===== config.mk =====
export PLATFORM = sky130hd
export DESIGN_NAME = matrix_entry_ctrl
export DESIGN_NICKNAME = d
export VERILOG_FILES = /design/src/rtl/matrix_pkg.sv /design/src/rtl/dec_accum.sv /design/src/rtl/matrix_entry_ctrl.sv
export SDC_FILE = /design/constraint.sdc
export NUM_CORES = 1
export LEC_CHECK = 0
export ABC_CLOCK_PERIOD_IN_PS = 3890
export CELL_PAD_IN_SITES_DETAIL_PLACEMENT = 0
export CELL_PAD_IN_SITES_GLOBAL_PLACEMENT = 1
export CORE_MARGIN = 1.5
export CORE_UTILIZATION = 39
export DETAILED_ROUTE_END_ITERATION = 10
export PLACE_DENSITY_LB_ADDON = 0.1
export SYNTH_ARGS = -nofsm -noshare
export SYNTH_HDL_FRONTEND = slang
export SYNTH_SLANG_ARGS = --single-unit

===== constraint.sdc =====
create_clock -name clk -period 3.89 [get_ports clk]
set_input_delay 0.5835 -clock clk [delete_from_list [all_inputs] [get_ports clk]]
set_output_delay 0.5835 -clock clk [all_outputs]
set_load 0.005 [all_outputs]

===== src/rtl/matrix_pkg.sv =====
// Shared keycodes, FSM state type and dimension limit for matrix entry.
package matrix_pkg;

    localparam int unsigned MAX_DIM = 4;

    localparam logic [3:0] KEY_ENTER = 4'hA;
    localparam logic [3:0] KEY_BKSP  = 4'hB;
    localparam logic [3:0] KEY_CLR   = 4'hC;
    localparam logic [3:0] KEY_NEG   = 4'hE;

    typedef enum logic [1:0] {
        IDLE,
        ENTRY,
        COMMIT,
        HANDOFF
    } entry_state_t;

endpackage


===== src/rtl/dec_accum.sv =====
// Decimal digit accumulator with saturation and backspace.
// MATRIX_ENTRY_NEG_EN adds a sign flag and a two's-complement output.
module dec_accum #(
    parameter int unsigned DATA_W     = 8,
    parameter int unsigned MAX_DIGITS = 3
) (
    input  logic              clk,
    input  logic              rst,
    input  logic              load,
    input  logic              shift,
    input  logic              back,
    input  logic              clear,
    input  logic              neg_toggle,
    input  logic              neg_start,
    input  logic [3:0]        digit,
    output logic [DATA_W-1:0] value
);

    localparam int unsigned CNT_W  = $clog2(MAX_DIGITS + 1);
    localparam int unsigned PROD_W = DATA_W + 4;
`ifdef MATRIX_ENTRY_NEG_EN
    localparam logic [DATA_W-1:0] SAT_MAX = {1'b0, {(DATA_W-1){1'b1}}};
`else
    localparam logic [DATA_W-1:0] SAT_MAX = {DATA_W{1'b1}};
`endif

    logic [DATA_W-1:0] acc_q, acc_d;
    logic [CNT_W-1:0]  cnt_q, cnt_d;
    logic [PROD_W-1:0] prod;
    logic              neg_q, neg_d;

    always_comb begin
        prod  = PROD_W'(acc_q) * PROD_W'(10) + PROD_W'(digit);
        acc_d = acc_q;
        cnt_d = cnt_q;
        neg_d = neg_q;
        if (clear) begin
            acc_d = '0;
            cnt_d = '0;
            neg_d = 1'b0;
        end else if (load) begin
            acc_d = (PROD_W'(digit) > PROD_W'(SAT_MAX)) ? SAT_MAX : DATA_W'(digit);
            cnt_d = CNT_W'(1);
            neg_d = 1'b0;
        end else if (shift) begin
            // Digits beyond MAX_DIGITS are dropped silently.
            if (cnt_q < CNT_W'(MAX_DIGITS)) begin
                acc_d = (prod > PROD_W'(SAT_MAX)) ? SAT_MAX : prod[DATA_W-1:0];
                cnt_d = cnt_q + CNT_W'(1);
            end
        end else if (back) begin
            if (cnt_q != '0) begin
                acc_d = acc_q / DATA_W'(10);
                cnt_d = cnt_q - CNT_W'(1);
            end
        end else if (neg_start) begin
            acc_d = '0;
            cnt_d = '0;
            neg_d = 1'b1;
        end else if (neg_toggle) begin
            neg_d = ~neg_q;
        end
    end

    always_ff @(posedge clk) begin
        if (rst) begin
            acc_q <= '0;
            cnt_q <= '0;
            neg_q <= 1'b0;
        end else begin
            acc_q <= acc_d;
            cnt_q <= cnt_d;
            neg_q <= neg_d;
        end
    end

`ifdef MATRIX_ENTRY_NEG_EN
    assign value = neg_q ? (DATA_W'(0) - acc_q) : acc_q;
`else
    logic unused_neg;
    assign unused_neg = neg_toggle ^ neg_start ^ neg_q;
    assign value      = acc_q;
`endif

endmodule


===== src/rtl/matrix_entry_ctrl.sv =====
// Keypad-driven row-major entry of a ROWS x COLS matrix with valid/ready handoff.
// Optional signed entry via MATRIX_ENTRY_NEG_EN.
module matrix_entry_ctrl
    import matrix_pkg::*;
#(
    parameter int unsigned ROWS       = 2,
    parameter int unsigned COLS       = 2,
    parameter int unsigned DATA_W     = 8,
    parameter int unsigned MAX_DIGITS = 3
) (
    input  logic              clk,
    input  logic              rst,
    input  logic              keystrobe,
    input  logic [3:0]        keycode,
    output logic              wr_en,
    output logic [1:0]        wr_row,
    output logic [1:0]        wr_col,
    output logic [DATA_W-1:0] wr_data,
    output logic [DATA_W-1:0] entry_val,
    output logic [1:0]        cur_row,
    output logic [1:0]        cur_col,
    output logic              mat_valid,
    input  logic              mat_ready,
    output logic              busy
);

    entry_state_t state_q, state_d;
    logic [1:0]   row_q, row_d, col_q, col_d;
    logic         acc_load, acc_shift, acc_back, acc_clear, neg_toggle, neg_start;
    logic         key_digit, key_enter, key_bksp, key_clr, last_elem;
    logic [DATA_W-1:0] acc_value;

    assign key_digit = keystrobe && (keycode < 4'd10);
    assign key_enter = keystrobe && (keycode == KEY_ENTER);
    assign key_bksp  = keystrobe && (keycode == KEY_BKSP);
    assign key_clr   = keystrobe && (keycode == KEY_CLR);
    assign last_elem = (row_q == 2'(ROWS - 1)) && (col_q == 2'(COLS - 1));

    dec_accum #(
        .DATA_W     (DATA_W),
        .MAX_DIGITS (MAX_DIGITS)
    ) u_dec_accum (
        .clk        (clk),
        .rst        (rst),
        .load       (acc_load),
        .shift      (acc_shift),
        .back       (acc_back),
        .clear      (acc_clear),
        .neg_toggle (neg_toggle),
        .neg_start  (neg_start),
        .digit      (keycode),
        .value      (acc_value)
    );

    always_comb begin
        state_d    = state_q;
        row_d      = row_q;
        col_d      = col_q;
        acc_load   = 1'b0;
        acc_shift  = 1'b0;
        acc_back   = 1'b0;
        acc_clear  = 1'b0;
        neg_toggle = 1'b0;
        neg_start  = 1'b0;
        wr_en      = 1'b0;
        case (state_q)
            IDLE: begin
                if (key_digit) begin
                    acc_load = 1'b1;
                    state_d  = ENTRY;
                end else if (key_enter) begin
                    state_d = COMMIT;
`ifdef MATRIX_ENTRY_NEG_EN
                end else if (keystrobe && (keycode == KEY_NEG)) begin
                    neg_start = 1'b1;
                    state_d   = ENTRY;
`endif
                end
            end
            ENTRY: begin
                if (key_clr) begin
                    acc_clear = 1'b1;
                    row_d     = '0;
                    col_d     = '0;
                    state_d   = IDLE;
                end else if (key_digit) begin
                    acc_shift = 1'b1;
                end else if (key_bksp) begin
                    acc_back = 1'b1;
                end else if (key_enter) begin
                    state_d = COMMIT;
`ifdef MATRIX_ENTRY_NEG_EN
                end else if (keystrobe && (keycode == KEY_NEG)) begin
                    neg_toggle = 1'b1;
`endif
                end
            end
            COMMIT: begin
                acc_clear = 1'b1;
                // A CLEAR_ALL landing on the commit cycle suppresses the write.
                if (key_clr) begin
                    row_d   = '0;
                    col_d   = '0;
                    state_d = IDLE;
                end else begin
                    wr_en = 1'b1;
                    if (col_q == 2'(COLS - 1)) begin
                        col_d = '0;
                        row_d = last_elem ? 2'd0 : row_q + 2'd1;
                    end else begin
                        col_d = col_q + 2'd1;
                    end
                    state_d = last_elem ? HANDOFF : ENTRY;
                end
            end
            HANDOFF: begin
                if (mat_ready) begin
                    state_d = IDLE;
                end
            end
            default: state_d = IDLE;
        endcase
    end

    always_ff @(posedge clk) begin
        if (rst) begin
            state_q <= IDLE;
            row_q   <= '0;
            col_q   <= '0;
        end else begin
            state_q <= state_d;
            row_q   <= row_d;
            col_q   <= col_d;
        end
    end

    assign wr_row    = wr_en ? row_q : 2'd0;
    assign wr_col    = wr_en ? col_q : 2'd0;
    assign wr_data   = wr_en ? acc_value : '0;
    assign entry_val = acc_value;
    assign cur_row   = row_q;
    assign cur_col   = col_q;
    assign mat_valid = (state_q == HANDOFF);
    assign busy      = (state_q != IDLE);

endmodule


=== Word level (Yosys, flattened, before mapping) ===
Index checks and enable logic that the tools add are counted.

* Register bits after elaboration: 16
* Output and inout bits: 27
* Word-level logic and storage cells: 95

* $add $sub $neg: 5
* Multiply operators: 1
* Div/mod/pow operators: 1
* Magnitude comparators: 3
* Equality and inequality tests: 15
* Muxes and demuxes: 43
* Reductions and logical operators: 20

{| class="wikitable"
|+ Operators by type and width
! kind !! count
|-
| $mux W8 || 6
|-
| $mux W2 || 20
|-
| $add A12 B4 Y12 || 1
|-
| $eq A4 B4 Y1 const B || 3
|-
| $gt A12 B8 Y1 const B || 1
|-
| $mux W1 || 12
|-
| $reduce_and A3 Y1 || 4
|-
| $mul A8 B3 Y11 const B || 1
|-
| $reduce_bool A2 Y1 || 5
|-
| $ne A3 B3 Y1 const B || 3
|-
| $div A8 B4 Y8 const B || 1
|-
| $pmux W2 S2 || 2
|-
| $pmux W2 S4 || 1
|-
| $add A2 B1 Y2 const B || 3
|-
| $eq A2 B1 Y1 const B || 3
|-
| $reduce_bool A3 Y1 || 2
|-
| $logic_and A1 B1 Y1 || 5
|-
| $eq A2 B2 Y1 const B || 2
|-
| $lt A4 B4 Y1 const B || 1
|-
| $mux W4 || 1
|-
| $ne A2 B1 Y1 const B || 2
|-
| $ne A3 B2 Y1 const B || 1
|-
| $reduce_or A3 Y1 || 1
|-
| $logic_not A2 Y1 || 1
|-
| 6 further kinds || 6
|}

=== Logic depth before layout (Yosys ltp) ===
Gate-level depths: netlist of run 1.

* Depth after elaboration: 9
* Depth in mapped cells: 11
* Gate-level depth less buffers: 11

=== Cells and area by module ===
A second synthesis of run 1 with hierarchy kept.

* Cell total of the unflattened synthesis: 277
* Area total of the unflattened synthesis: 2149.6 µm²

{| class="wikitable"
|+ Modules (own cells, without submodules)
! module !! instances !! cells each !! area each (µm²)
|-
| dec_accum || 1 || 198 || 1555.2
|-
| matrix_entry_ctrl || 1 || 79 || 594.3
|}

=== Worst setup path before layout of run 1 ===
OpenSTA, ideal clock, no wires.

* Path kind: register to register
* From: register u_dec_accum.acc_q[1], in the netlist u_dec_accum.value[1]
* To: register u_dec_accum.acc_q[0], in the netlist u_dec_accum.value[0]
* Library setup time: 0.117 ns
* Arrival time: 2.785 ns
* Slack: 0.987 ns
* Stages on the path, launching flop included: 10
* Buffers on the path: 0
* Cells stage by stage: dfxtp_1 > ha_1 > ha_1 > inv_1 > fa_1 > nor3b_2 > nand3_2 > mux2_4 > or4_1 > a32o_1

* Word-level cells in the longest chain between the ends: 7
* Elaborated cells between the ends (all ways): 10
* Those cells by class: 1 x add/sub; 1 x mul; 1 x div; 1 x order compare; 6 x mux

{| class="wikitable"
|+ Ends and longest elaborated chain
! item !! line !! source
|-
| from (decl) || dec_accum.sv:27 || <nowiki>logic [DATA_W-1:0] acc_q, acc_d;</nowiki>
|-
| from (signal assigned) || dec_accum.sv:67 || <nowiki>acc_q <= '0;</nowiki>
|-
| from (signal assigned) || dec_accum.sv:71 || <nowiki>acc_q <= acc_d;</nowiki>
|-
| branches (longest 5 deep; another with $div A8 B4 Y8) || n/a ||
|-
| $mux W8 (*) || dec_accum.sv:45 || <nowiki>end else if (shift) begin</nowiki>
|-
| $mux W4 (*) || dec_accum.sv:41 || <nowiki>end else if (load) begin</nowiki>
|}

Mark *: on every way between the ends. The select of a mux whose other input is x is not followed.
A chain may end at the register's enable or synchronous reset.

=== Worst setup path in the final report of run 1 ===
* From: input keystrobe
* To: output wr_data[2]

* Word-level cells in the longest chain between the ends: 4

{| class="wikitable"
|+ Ends and longest elaborated chain
! item !! line !! source
|-
| from (decl) || matrix_entry_ctrl.sv:13 || <nowiki>input logic keystrobe,</nowiki>
|-
| $logic_and A1 B1 Y1 || matrix_entry_ctrl.sv:36 || <nowiki>assign key_clr = keystrobe && (keycode == KEY_CLR);</nowiki>
|-
| $mux W1 || matrix_entry_ctrl.sv:101 || <nowiki>if (key_clr) begin</nowiki>
|-
| $mux W1 || matrix_entry_ctrl.sv:66 || <nowiki>case (state_q)</nowiki>
|-
| $mux W8 || matrix_entry_ctrl.sv:139 || <nowiki>assign wr_data = wr_en ? acc_value : '0;</nowiki>
|-
| to (decl) || matrix_entry_ctrl.sv:18 || <nowiki>output logic [DATA_W-1:0] wr_data,</nowiki>
|}

No other way between the ends.

==> results of run 1 <==
[area by class of cell]
type	instances	area, um2	share of cell area, %
clock buffer	3	41.3	1.74
inverter	11	41.3	1.74
multi-input combinational	217	1500	63.3
sequential	16	320	13.5
tap	67	83.8	3.53
timing repair buffer	40	385	16.2
[routing by layer]
layer	vias up	track usage, %
met5	-	0
met4	0	3.70
li1	1007	-
met1	899	30.6
met2	41	32.4
met3	5	2.74
[synth_stat cells, drive strengths merged (2+ instances only)]
cell    instances
a211o           4
a211oi          5
a21o            2
a21oi          22
and3           17
buf             6
clkbuf          6
dfxtp          16
fa              2
ha             20
inv            11
mux2            2
nand2          25
nand2b         11
nand3           8
nand3b          2
nand4           2
nor2           17
nor2b           4
nor3            8
nor3b           5
nor4            4
nor4bb          2
o211ai          3
o21ai          17
o21bai          3
o22ai           2
o31a            2
o31ai           3
xnor2           5
xor2            6
[power groups by stage]
stage                     sequential (mW)  clock [mW]  combinational [mW]
after floorplan                     0.180           0              0.0715
after global placement              0.181           0               0.112
after CTS                           0.177       0.135               0.112
final                               0.177       0.131               0.112
after detailed placement            0.181           0               0.111
after global routing                0.178       0.139               0.127
[registers in the layout, indices dropped and copies added, names as in the netlist]
| signal | flops |
|---|---|
| cur_row | 2 |
| u_dec_accum.cnt_q | 2 |
| state_q | 2 |
| cur_col | 2 |
| u_dec_accum.value | 8 |
[cells by family after synthesis]
family	Yosys count	share of synthesized area, %
buf+inv	23	5.45
flops	16	16.6
compound gates	71	24.0
xor+xnor	11	5.39
simple gates	111	32.1
mux	2	1.36
fa+ha+maj	22	15.1
[worst min-delay path by stage]
stage | startpoint | endpoint | cells after the start
5_1_grt | cur_col[1] | cur_col[1] | 1
3_5_place_dp | cur_col[1] | cur_col[1] | 1
3_3_place_gp | cur_col[1] | cur_col[1] | 1
2_1_floorplan | u_dec_accum.cnt_q[1] | u_dec_accum.cnt_q[1] | 2
4_1_cts | cur_col[1] | cur_col[1] | 1
6_report | cur_col[1] | cur_col[1] | 1
[metrics by stage]
| stage | cells | worst slack (ps) | hold WS (ps) | instance area (um2) | power, mW |
|---|---|---|---|---|---|
| floorplan | 256 | 987 | 486 | 1930 | 0.251 |
| global placement | 351 | 495 | 508 | 2330 | 0.293 |
| detailed placement | 351 | 473 | 499 | 2330 | 0.292 |
| CTS | 354 | 474 | 508 | 2370 | 0.424 |
| global route | 354 | 327 | 534 | 2370 | 0.444 |
| finish | 354 | 481 | 511 | 2370 | 0.420 |
[worst max-delay path, delay by kind of cell]
kind	cells	cell delay, ps
and+or+nand+nor	4	1260
buffers and inverters	2	980
==> run summary, run 1 <==
The flow ran to the end, and the final reports show no timing, DRC or antenna violations. For this design the static power due to leakage is 0.997 nW. The number of instances in the synthesized netlist was 256.

The routed design could run at a clock period as short as 3410 ps. In the synthesized netlist the dominant register cell turns out to be dfxtp_1. The tools report the launch instance of the worst register-to-register path as u_dec_accum.value[1]. The total routing usage reported by global routing was 20.7%; the routed wirelength normalized by instance count was 14.6 um. Post-detailed-placement half-perimeter wirelength: 3.86 mm.

TritonCTS built the clock tree. The number of antenna violations at the first check in global routing is 0. Traced cell by cell, the critical path runs through clkdlybuf4s50_1, nand2_1, or4b_1, nand2_1, nor2_1, clkdlybuf4s50_1. The number of cells on the worst reg-to-reg path works out to 9. The die span in x works out to 73.3 um. Sorting the synthesized cells by area gives the leading types as dfxtp_1 17%, ha_1 13%, a21oi_1 5.7%. Summed over its instances, the top area cell type makes up 16.6% of the synthesized netlist area. The net count after synthesis came out at 286. The critical path startpoint category was an input port. Of the total power, the clock network draws 31.1%. The worst pin sits at a relative slew slack of 64.3%. Cell type with the highest aggregate area in the netlist: dfxtp_1. Net switching is 31.5% of the power. The power density normalized to cell area works out to 177 nW/um2. The logs give 1802 for the number of global-route vias before repair and 35 for the top-level I/O count. The starting density of the core was 40.5%. Root buffer selected by CTS: clkbuf_8. The area growth from synthesis to layout is 23.2%, and the overall die area is 5370 um2. The endpoint identified for the worst register-to-register timing path is u_dec_accum.value[0].

The number of hold buffers added after CTS was 0. For this design, the slowest cell found on the critical path is or4b_1. In the final layout, the share of cells above drive strength 1 is 5.92%. The tools report the remaining global-route overflow as 0.

The most common cell after layout, fill and taps aside was clkdlybuf4s50_1. The library cells used most frequently in the layout, excluding fill and tap cells, are 34 x clkdlybuf4s50_1, 25 x nand2_1, 22 x a21oi_1. The logs give 194 um for the met3 layer wire length in the routed design and 0 for the DRC violations left.

The diode insertion count for antenna repair is 0. Fill cells in the final layout number 506. The maximum number of pins on one net before global-route repair came out at 23. Clock-pin slew was measured on the worst setup and hold paths at 60 ps.

For the total via count in the routed design, the log shows 1952. The H-tree depth is 1, and the sequential element share of the synthesized area is 16.6%. The logs give 0 for the hold violation total from the final report and 0 for the number of maximum-capacitance violations. The count of final max-slew check failures came out at 0.

The first TritonRoute pass finished after 4 iterations. The routed design has 5.17 mm of wire. The tools report the share of the core filled with cells as 49.9%.

The critical path is of the in -> out type. After routing, the total negative slack on setup checks comes to 0 ps. The run gives 3310 ps as the data required time at the worst endpoint. Along the worst path, the maximum fanout reaches 18. Between clock sinks in the finished design, the worst skew comes to 7.41 ps.

The number of distinct library cell variants in the gate-level netlist after synthesis was 53. The worst setup path is captured at an output port. The floorplan has 25 rows.

In the final design database the tool counted 319 nets. The number of enable flip-flop cells after synthesis came out at 0. In this run, CTS created clock tree buffers numbering 3. The logs give 0.287 mW for the internal power and 2.31 mm for the detailed route wirelength on metal2. For the number of buffers inserted by post-CTS setup repair, the log shows 0. The tools report the peak clock frequency supported by timing as 293 MHz. The longest clock path from root to sink contains 2 buffers.

The net switching power is 0.132 mW, and the count of final setup violators is 0. The tools report the placer's final routability congestion estimate as 0.845. The run gives 0 as the number of warning messages in the yosys log. The tools report the number of routed nets with antenna violations as 0. The number of DRC violations after detailed-routing iteration 0 is 171, and the global-route wire length before repair is 8.83 mm. The flip-flop and latch count after synthesis is 16, and the total routed wire length on the met1 layer is 2.62 mm. In this run, the combinational gates consume 26.7% of the power.

Clock tree synthesis found a total of 16 sinks. The cell area that synthesis handed to floorplanning was 1930 um2. Counting flops with an async set or reset pin after synthesis yields a share of 0%. For the pin with the worst max-slew slack, the measured transition is 531 ps.

Internal reg-to-reg setup slack: 710 ps. The count of buffers added on input and output ports is 34. The die is 73.3 um tall.

The run gives 138 uV as the worst voltage drop across the vdd grid. The average vias per placed instance was 5.51. The post-cts resize count is 0, and the delay contributed by the slowest stage of the critical path is 780 ps. The region available for standard cell placement spans 4750 um2.

The highest layer touched by signal routing is met4. In this run the worst hold path is classified as reg -> reg. The relative contribution of sequential cells to total power was 42.2%; the source-to-sink clock delay at the later pin of the worst-skew pair was 260 ps. The worst setup path endpoint was wr_data[2]. Data arrives at the worst endpoint at 2830 ps. Setup repair after global routing left no endpoint under its margin.

The synthesized area divided by synthesized cell count works out to 7.53 um2. The critical path starts at keystrobe. In the finished design, the share of the clock period the worst path needs comes to 87.6%.
(Power assumes the default switching activity.)
==> inputs of run 2 (changes only) <==
- SKIP_CTS_REPAIR_TIMING: unset -> 1
==> results of run 2 <==
No change in the layout: final DEF, timing and power equal those of run 1.
